`config.mk`:
```
export PLATFORM = sky130hd
export DESIGN_NAME = tea_cipher_core_flat
export DESIGN_NICKNAME = d
export VERILOG_FILES = /design/src/rtl/tea_cipher_core_if.sv /design/src/rtl/tea_cipher_core.sv /design/src/flat_wrapper.sv
export SDC_FILE = /design/constraint.sdc
export NUM_CORES = 2
export LEC_CHECK = 0
export ABC_CLOCK_PERIOD_IN_PS = 23800
export CORE_MARGIN = 5
export CORE_UTILIZATION = 35
export CTS_BUF_LIST = sky130_fd_sc_hd__clkbuf_8
export DETAILED_ROUTE_END_ITERATION = 12
export HOLD_SLACK_MARGIN = 0.08
export PLACE_DENSITY = 0.57
export SLEW_MARGIN = 20
export SYNTH_ARGS = -nofsm -noshare
export SYNTH_HDL_FRONTEND = slang
export SYNTH_SLANG_ARGS = --single-unit
```
`constraint.sdc`:
```
create_clock -name clk -period 23.8 [get_ports clk]
set_input_delay 4.76 -clock clk [delete_from_list [all_inputs] [get_ports clk]]
set_output_delay 4.76 -clock clk [all_outputs]
set_load 0.03 [all_outputs]
```
`src/rtl/tea_cipher_core_if.sv`:
```
// Stream (req/ready/valid) and host configuration signals of the TEA engine.
// The master side is the source/sink plus host; the slave side is the core.
interface tea_cipher_core_if #(
  parameter int W = 32
);
  logic           req;
  logic           mode;
  logic [2*W-1:0] wdata;
  logic           ready;
  logic           valid;
  logic [2*W-1:0] rdata;
  logic           busy;
  logic           cfg_we;
  logic [2:0]     cfg_addr;
  logic [W-1:0]   cfg_wdata;
  logic [W-1:0]   cfg_rdata;

  modport master (
    output req, mode, wdata, cfg_we, cfg_addr, cfg_wdata,
    input  ready, valid, rdata, busy, cfg_rdata
  );

  modport slave (
    input  req, mode, wdata, cfg_we, cfg_addr, cfg_wdata,
    output ready, valid, rdata, busy, cfg_rdata
  );
endinterface

```
`src/rtl/tea_cipher_core.sv`:
```
// Iterative TEA encrypt/decrypt engine, one round per clock, with a small
// register file for key, delta and round count.
//
// state | meaning
// IDLE  | ready for a block; ready=1
// RUN   | rounds in progress; busy=1, config writes to 0..5 locked out
module tea_cipher_core #(
  parameter int           W      = 32,
  parameter logic [127:0] KEY    = 128'h0,
  parameter logic [31:0]  DELTA  = 32'h9E3779B9,
  parameter int           ROUNDS = 32,
  parameter int           SHL    = 4,
  parameter int           SHR    = 5
) (
  input logic              clk,
  input logic              rst,
  tea_cipher_core_if.slave bus
);

  typedef enum logic {IDLE, RUN} state_t;

  state_t         state;
  logic           ready_q;
  logic           valid_q;
  logic           busy_q;
  logic [2*W-1:0] rdata_q;

  logic [W-1:0] k0, k1, k2, k3, delta;
  logic [7:0]   rounds;
  logic         wr_err;

  logic [W-1:0] v0, v1, sum;
  logic [7:0]   count;
  logic         dec;

  logic [W-1:0] enc_sum, enc_v0, enc_v1;
  logic [W-1:0] dec_sum, dec_v0, dec_v1;
  logic [W-1:0] nxt_v0, nxt_v1, nxt_sum;
  logic [W-1:0] rounds_ext, sum_init;

  function automatic logic [W-1:0] mix(input logic [W-1:0] v, input logic [W-1:0] s,
                                       input logic [W-1:0] ka, input logic [W-1:0] kb);
    return ((v << SHL) + ka) ^ (v + s) ^ ((v >> SHR) + kb);
  endfunction

  always_comb begin
    enc_sum    = sum + delta;
    enc_v0     = v0 + mix(v1, enc_sum, k0, k1);
    enc_v1     = v1 + mix(enc_v0, enc_sum, k2, k3);
    dec_v1     = v1 - mix(v0, sum, k2, k3);
    dec_v0     = v0 - mix(dec_v1, sum, k0, k1);
    dec_sum    = sum - delta;
    nxt_v0     = dec ? dec_v0 : enc_v0;
    nxt_v1     = dec ? dec_v1 : enc_v1;
    nxt_sum    = dec ? dec_sum : enc_sum;
    rounds_ext = W'(rounds);
    // decryption walks the sum back down from its final encrypt value
    sum_init   = delta * rounds_ext;
  end

  always_ff @(posedge clk) begin
    if (rst) begin
      state   <= IDLE;
      ready_q <= 1'b1;
      valid_q <= 1'b0;
      busy_q  <= 1'b0;
      rdata_q <= '0;
      v0      <= '0;
      v1      <= '0;
      sum     <= '0;
      count   <= '0;
      dec     <= 1'b0;
    end else begin
      valid_q <= 1'b0;
      case (state)
        IDLE: begin
          if (bus.req) begin
            v0      <= bus.wdata[W-1:0];
            v1      <= bus.wdata[2*W-1:W];
            dec     <= bus.mode;
            count   <= rounds;
            sum     <= bus.mode ? sum_init : '0;
            state   <= RUN;
            ready_q <= 1'b0;
            busy_q  <= 1'b1;
          end
        end
        RUN: begin
          v0    <= nxt_v0;
          v1    <= nxt_v1;
          sum   <= nxt_sum;
          count <= count - 8'd1;
          if (count == 8'd1) begin
            rdata_q <= {nxt_v1, nxt_v0};
            valid_q <= 1'b1;
            state   <= IDLE;
            ready_q <= 1'b1;
            busy_q  <= 1'b0;
          end
        end
        default: state <= IDLE;
      endcase
    end
  end

  always_ff @(posedge clk) begin
    if (rst) begin
      k0     <= KEY[W-1:0];
      k1     <= KEY[2*W-1:W];
      k2     <= KEY[3*W-1:2*W];
      k3     <= KEY[4*W-1:3*W];
      delta  <= DELTA[W-1:0];
      rounds <= 8'(ROUNDS);
      wr_err <= 1'b0;
    end else if (bus.cfg_we) begin
      if (bus.cfg_addr <= 3'd5 && busy_q) begin
        wr_err <= 1'b1;
      end else begin
        case (bus.cfg_addr)
          3'd0: k0 <= bus.cfg_wdata;
          3'd1: k1 <= bus.cfg_wdata;
          3'd2: k2 <= bus.cfg_wdata;
          3'd3: k3 <= bus.cfg_wdata;
          3'd4: delta <= bus.cfg_wdata;
          3'd5: if (bus.cfg_wdata[7:0] != 8'd0) rounds <= bus.cfg_wdata[7:0];
          3'd6: wr_err <= 1'b0;
          default: ;
        endcase
      end
    end
  end

  always_comb begin
    bus.cfg_rdata = '0;
    case (bus.cfg_addr)
      3'd0: bus.cfg_rdata = k0;
      3'd1: bus.cfg_rdata = k1;
      3'd2: bus.cfg_rdata = k2;
      3'd3: bus.cfg_rdata = k3;
      3'd4: bus.cfg_rdata = delta;
      3'd5: bus.cfg_rdata = rounds_ext;
      3'd6: bus.cfg_rdata = {{(W-2){1'b0}}, wr_err, busy_q};
      default: bus.cfg_rdata = '0;
    endcase
  end

  assign bus.ready = ready_q;
  assign bus.valid = valid_q;
  assign bus.busy  = busy_q;
  assign bus.rdata = rdata_q;

endmodule

```
`src/flat_wrapper.sv`:
```
// flat-port wrapper written by rule: the top's interface ports become plain ports
module tea_cipher_core_flat 
#(
  parameter int           W      = 32,
  parameter logic [127:0] KEY    = 128'h0,
  parameter logic [31:0]  DELTA  = 32'h9E3779B9,
  parameter int           ROUNDS = 32,
  parameter int           SHL    = 4,
  parameter int           SHR    = 5
)
  (clk, rst, bus_req, bus_mode, bus_wdata, bus_cfg_we, bus_cfg_addr, bus_cfg_wdata, bus_ready, bus_valid, bus_rdata, bus_busy, bus_cfg_rdata);
  tea_cipher_core_if #(.W(W)) bus_i ();
  input logic clk;
  input logic rst;
  input wire logic [$bits(bus_i.req)-1:0] bus_req;
  input wire logic [$bits(bus_i.mode)-1:0] bus_mode;
  input wire logic [$bits(bus_i.wdata)-1:0] bus_wdata;
  input wire logic [$bits(bus_i.cfg_we)-1:0] bus_cfg_we;
  input wire logic [$bits(bus_i.cfg_addr)-1:0] bus_cfg_addr;
  input wire logic [$bits(bus_i.cfg_wdata)-1:0] bus_cfg_wdata;
  output wire logic [$bits(bus_i.ready)-1:0] bus_ready;
  output wire logic [$bits(bus_i.valid)-1:0] bus_valid;
  output wire logic [$bits(bus_i.rdata)-1:0] bus_rdata;
  output wire logic [$bits(bus_i.busy)-1:0] bus_busy;
  output wire logic [$bits(bus_i.cfg_rdata)-1:0] bus_cfg_rdata;
  assign bus_i.req = bus_req;
  assign bus_i.mode = bus_mode;
  assign bus_i.wdata = bus_wdata;
  assign bus_i.cfg_we = bus_cfg_we;
  assign bus_i.cfg_addr = bus_cfg_addr;
  assign bus_i.cfg_wdata = bus_cfg_wdata;
  assign bus_ready = bus_i.ready;
  assign bus_valid = bus_i.valid;
  assign bus_rdata = bus_i.rdata;
  assign bus_busy = bus_i.busy;
  assign bus_cfg_rdata = bus_i.cfg_rdata;
  tea_cipher_core #(.W(W), .KEY(KEY), .DELTA(DELTA), .ROUNDS(ROUNDS), .SHL(SHL), .SHR(SHR)) u_core (.clk(clk), .rst(rst), .bus(bus_i));
endmodule
```
After elaboration in Yosys (flattened, before gate mapping)
Index checks and enable logic that the tools add are counted.

$add $sub $neg: 19. Multipliers: 1. Order comparisons: 1. Equal/unequal tests: 9. Muxes and demuxes: 25. Bitwise logic cells: 10. Reduce and logical (&&, ||, !) cells: 15.

Operator list (count): $add 32x32->32 (11); $xor 32x32->32 (8); $mux 32 (7); $pmux 32 s7 (1); $pmux 32 s2 (3); $add 27x32->32 (4); $sub 32x32->32 (3); $mul 32x8->32 (1); $pmux 8 s2 (1); $reduce_and 3->1 (5); $eq 3x3->1 const B (3); $mux 1 (9); $eq 8x1->1 const B (1); $mux 8 (1); $reduce_and 2->1 (4); $reduce_bool 8->1 (1); $sub 8x1->8 const B (1); $eq 3x2->1 const B (2); $pmux 1 s2 (3); $ne 2x2->1 const B (2); $reduce_and 4->1 (1); $eq 3x1->1 const B (1); $le 3x3->1 const B (1); $logic_not 3->1 (1); other kinds (4) (5).

Flip-flop bits (word level): 342. Input bits: 104. Output and inout bits: 99. Logic and storage cells: 97.

Logic depth before layout (Yosys ltp)
Word-level depth: 11. Mapped depth: 54. Mapped depth without buffers: 52.

Least setup slack after synthesis
Ideal clock, no wire load.

Path type: in2out. From: input bus_cfg_addr[0]. To: output bus_cfg_rdata[0]. Data arrival time: 6.512 ns. Required time: 19.040 ns. Path slack: 12.528 ns. Stages: 6. Buffers on the path: 2. Cell sequence: buf_1 > clkbuf_1 > mux2i_1 > nor2_1 > a31oi_1 > o21ai_0.

Word-level cells in the longest chain between the ends: 2. Elaborated cells between the ends (all ways): 8. Those cells by class: 6 x eq/ne; 1 x mux; 1 x reduce/logical.

RTL lines: start, declared (RTL line flat_wrapper.sv:19) `input wire logic [$bits(bus_i.cfg_addr)-1:0] bus_cfg_addr;`; $eq 3x3->1, or another cell as far along (RTL line tea_cipher_core.sv:135) `case (bus.cfg_addr)`; $pmux 32 s7 (*) (RTL line tea_cipher_core.sv:135); end, declared (RTL line flat_wrapper.sv:25) `output wire logic [$bits(bus_i.cfg_rdata)-1:0] bus_cfg_rdata;`.

Every way passes the cells marked *; elsewhere a longest branch is shown, timed or not.

Worst setup path in the final report
From: register u_core.delta[1]. To: register u_core.rdata_q[63], in the netlist u_core.bus.rdata[63].

Word-level cells in the longest chain between the ends: 10. Elaborated cells between the ends (all ways): 12. Those cells by class: 7 x add/sub; 1 x mux; 4 x bitwise.

RTL lines: start, declared (RTL line tea_cipher_core.sv:28) `logic [W-1:0] k0, k1, k2, k3, delta;`; start signal, assigned (RTL line tea_cipher_core.sv:112) `delta <= DELTA[W-1:0];`; start signal, assigned (RTL line tea_cipher_core.sv:124) `3'd4: delta <= bus.cfg_wdata;`; $add 32x32->32 (*) (RTL line tea_cipher_core.sv:47) `enc_sum = sum + delta;`; $add 32x32->32 (RTL line tea_cipher_core.sv:43) `return ((v << SHL) + ka) ^ (v + s) ^ ((v >> SHR) + kb);`; $xor 32x32->32 (2 in a row) (RTL line tea_cipher_core.sv:43); $add 32x32->32 (RTL line tea_cipher_core.sv:48) `enc_v0 = v0 + mix(v1, enc_sum, k0, k1);`; $add 32x32->32 (RTL line tea_cipher_core.sv:43); $xor 32x32->32 (RTL line tea_cipher_core.sv:43); $xor 32x32->32 (*) (RTL line tea_cipher_core.sv:43); $add 32x32->32 (*) (RTL line tea_cipher_core.sv:49) `enc_v1 = v1 + mix(enc_v0, enc_sum, k2, k3);`; $mux 32 (*) (RTL line tea_cipher_core.sv:54) `nxt_v1 = dec ? dec_v1 : enc_v1;`; end signal, assigned (RTL line tea_cipher_core.sv:94) `rdata_q <= {nxt_v1, nxt_v0};`; end, declared (RTL line tea_cipher_core.sv:26) `logic [2*W-1:0] rdata_q;`.

Marks and branches as above. A chain may end at the register's enable or synchronous reset.

==> run metrics <==
Final Hold Viols 0; number of vias per cell 5.830; cell type with the largest total area after synthesis ha_1; setup repair after global routing missed its margin no; clock tree from TritonCTS done; cell at the root of the clock tree clkbuf_8; Synthesized Nets 6915; TritonCTS buffer count 70; critical register-to-register path startpoint u_core.delta[1]; clock-pin slew reported for the worst setup and hold paths after clock tree synthesis 0.06 ns; Yosys top cell area share 0.1555; pre-CTS WS 11.21 ns; endpoint class of the critical path flop; CP max stage cell dfxtp_1; Fmax about 0.079 GHz; final worst hold slack 0.4540 ns; post-route standard cell area excluding fillers 52880 sq um; final worst path period need 12.63 ns; DRC viols 0; final routed wirelength across all metal layers roughly 200000 um; R2R Path End u_core.bus.rdata[63]; post-synthesis area per instance 7.807 sq um; cell row count 134; chip height 377.4 um; flop and latch count out of synthesis 342; Worst Hold End u_core.k2[20]; wl on met1 approximately 90000 um; Min-Delay Path Class flop to flop; area post-placement ~50000 sq um; first-pass GRT wire length 294700 um; average routed wire per standard cell 25.52 um; remaining global-route overflow 0; area growth from synthesis to layout 11.96%; Syn. warnings 0; sequential area share after synthesis 0.1450; highest metal layer with signal wires met5; # resized after CTS 0; final clock period utilization by the worst path 0.5309; post-CTS setup-driven buffer insertion count 0; vias in the first global route between 40000 and 50000; Detailed Route Iter0 Violations around 4300; global placer's final weighted congestion 0.9864; internal reg-to-reg setup slack about 11 ns; 1st-pass router iterations 6; Largest stage delay, worst path just over 0.7 ns; number of buffers inserted by port buffering 202; clock latency of the later-clocked register in the worst-skew pair 0.83 ns; clock sink count approximately 340; worst-case clock buffer depth 3; final critical-path setup slack roughly 11 ns; worst-case reg-to-reg path depth 45; proportion of synthesized flip-flops having asynchronous set or reset 0; final sum of negative setup slack 0 ns; DP Wirelength about 170000 um; peak fanout along the critical path 14; pins over their slew limit 0; Unique masters post-synth slightly above 90; sum of met3 wire segment lengths after detailed routing 18440 um; placeable core region 133800 sq um; ratio of cells with drive above 1 in the final layout 0.04699; worst max-slew margin expressed relative to the limit 0.2139; Worst Max-Slew Pin Slew 1.179 ns; number of setup violations in the final report 0; pin count of the biggest net entering global routing 117; remaining antenna violation count 0; CTS H-Tree Depth 3; kind of launch point of the worst setup path flop; post-synthesis instance total 6050; outcome finished, final reports clean; initial core utilization 0.3530; Post-synth top flop dfxtp_1; WP data arrival 13.32 ns; synth top area cells ha_1, dfxtp_1, xnor2_1; Setup Skew 0.08180 ns; aggregate global-route resource usage 0.2779; critical path type flop to flop; # IOs 203; number of nets in the layout 7052; hold_sp u_core.k2[20]; detailed-route via count ~47000; die width 377.4 um; required time of the critical path 24.48 ns; depth of the worst hold-timing path 2; Most Frequent Cell on Critical Path xnor2_1; count of maximum capacitance violations 0; post-synthesis cell area 47230 sq um; Post-synth EDFFs 0; die area 142400 sq um; initial antenna violation count 15; hold-fix buffer count after cts 0; wire length on met2 a little under 90000 um
how the worst max path moves through the flow:
| stage | to | slack, ns | start | depth (start not counted) |
|---|---|---|---|---|
| floorplan | bus_cfg_rdata[0] | 12.53 | bus_cfg_addr[0] | 6 |
| global placement | bus_cfg_rdata[8] | 11.29 | bus_cfg_addr[1] | 5 |
| detailed placement | bus_cfg_rdata[8] | 11.21 | bus_cfg_addr[1] | 5 |
| CTS | bus_cfg_rdata[8] | 11.21 | bus_cfg_addr[1] | 5 |
| global route | u_core.bus.rdata[63] | 10.59 | u_core.delta[0] | 47 |
| finish | u_core.bus.rdata[63] | 11.17 | u_core.delta[1] | 45 |
synth_stat cells, types with 28 or more instances:
master and instances:
a31oi_1 38, a21o_1 228, a211oi_1 170, xor2_1 138
ha_1 587, fa_1 174, xnor2_1 643, a21oi_1 622
and3_1 44, o21bai_1 70, nand3_1 81, dfxtp_1 342
nor2b_1 103, clkbuf_1 224, a221o_1 28, nand2_1 693
inv_1 321, o211ai_1 49, o21ai_0 261, mux2i_1 77
and2_1 120, nor2_1 362, o21a_1 62, nand2b_1 69
or3_1 31, nor3_1 106
metal layers:
| metal | vias to the layer above | global-route usage |
|---|---|---|
| li1 | 21670 | - |
| met1 | 22670 | 0.3865 |
| met2 | 2026 | 0.4361 |
| met3 | 329 | 0.04491 |
| met4 | 2 | 0.09789 |
| met5 | - | 0 |
logic make-up after synthesis:
logic type	after synthesis	share of synthesized area
compound gates	1788	0.2430
xor+xnor	790	0.1490
fa+ha+maj	761	0.2293
buf+inv	567	0.04509
flops	342	0.1450
mux	102	0.02299
simple gates	1700	0.1657
layout by cell type (no fill, tap or decap), types with 174 or more instances in the layout:
| cell | count |
|---|---|
| a21oi_1 | 622 |
| o21ai_0 | 261 |
| xnor2_1 | 639 |
| inv_1 | 338 |
| dfxtp_1 | 339 |
| nor2_1 | 360 |
| ha_1 | 587 |
| a21o_1 | 228 |
| nand2_1 | 692 |
| fa_1 | 174 |
| clkdlybuf4s50_1 | 198 |
layout make-up:
type,instances,area (sq um)
clock inverter,39,341.6
fill,13870,80910
timing repair buffer,304,2780
multi-input combinational,5141,38320
inverter,328,1232
sequential,342,6855
antenna,6,15.01
tap,1768,2212
clock buffer,82,1129
worst max-delay path: cells and delay by family, from the launching register on:
| family | cells | cell delay, ns |
|---|---|---|
| flip-flops | 1 | 0.72 |
| adder cells (fa/ha/maj) | 5 | 1.86 |
| XOR/XNOR | 12 | 3.57 |
| AND/OR/NAND/NOR | 4 | 0.67 |
| AO/OA/AOI/OAI | 23 | 5.54 |
| buffers and inverters | 1 | 0.11 |
flip-flops by register name (all words and copies together), names as in the netlist, 8 cells and up:
| register | flops |
|---|---|
| u_core.sum | 32 |
| u_core.k0 | 32 |
| u_core.v0 | 32 |
| u_core.rounds | 8 |
| u_core.count | 8 |
| u_core.k3 | 32 |
| u_core.k2 | 32 |
| u_core.delta | 32 |
| u_core.bus.rdata | 64 |
| u_core.k1 | 32 |
| u_core.v1 | 32 |
per-stage QoR:
step	instances	utilization
global placement	7883	0.3840
global route	8007	0.3952
finish	8010	0.3952
CTS	8004	0.3951
floorplan	6050	-
detailed placement	7883	0.3841
Power is left out: the tool's default activity adds up to more than one toggle a clock period on the data nets, which glitch-free logic cannot reach.
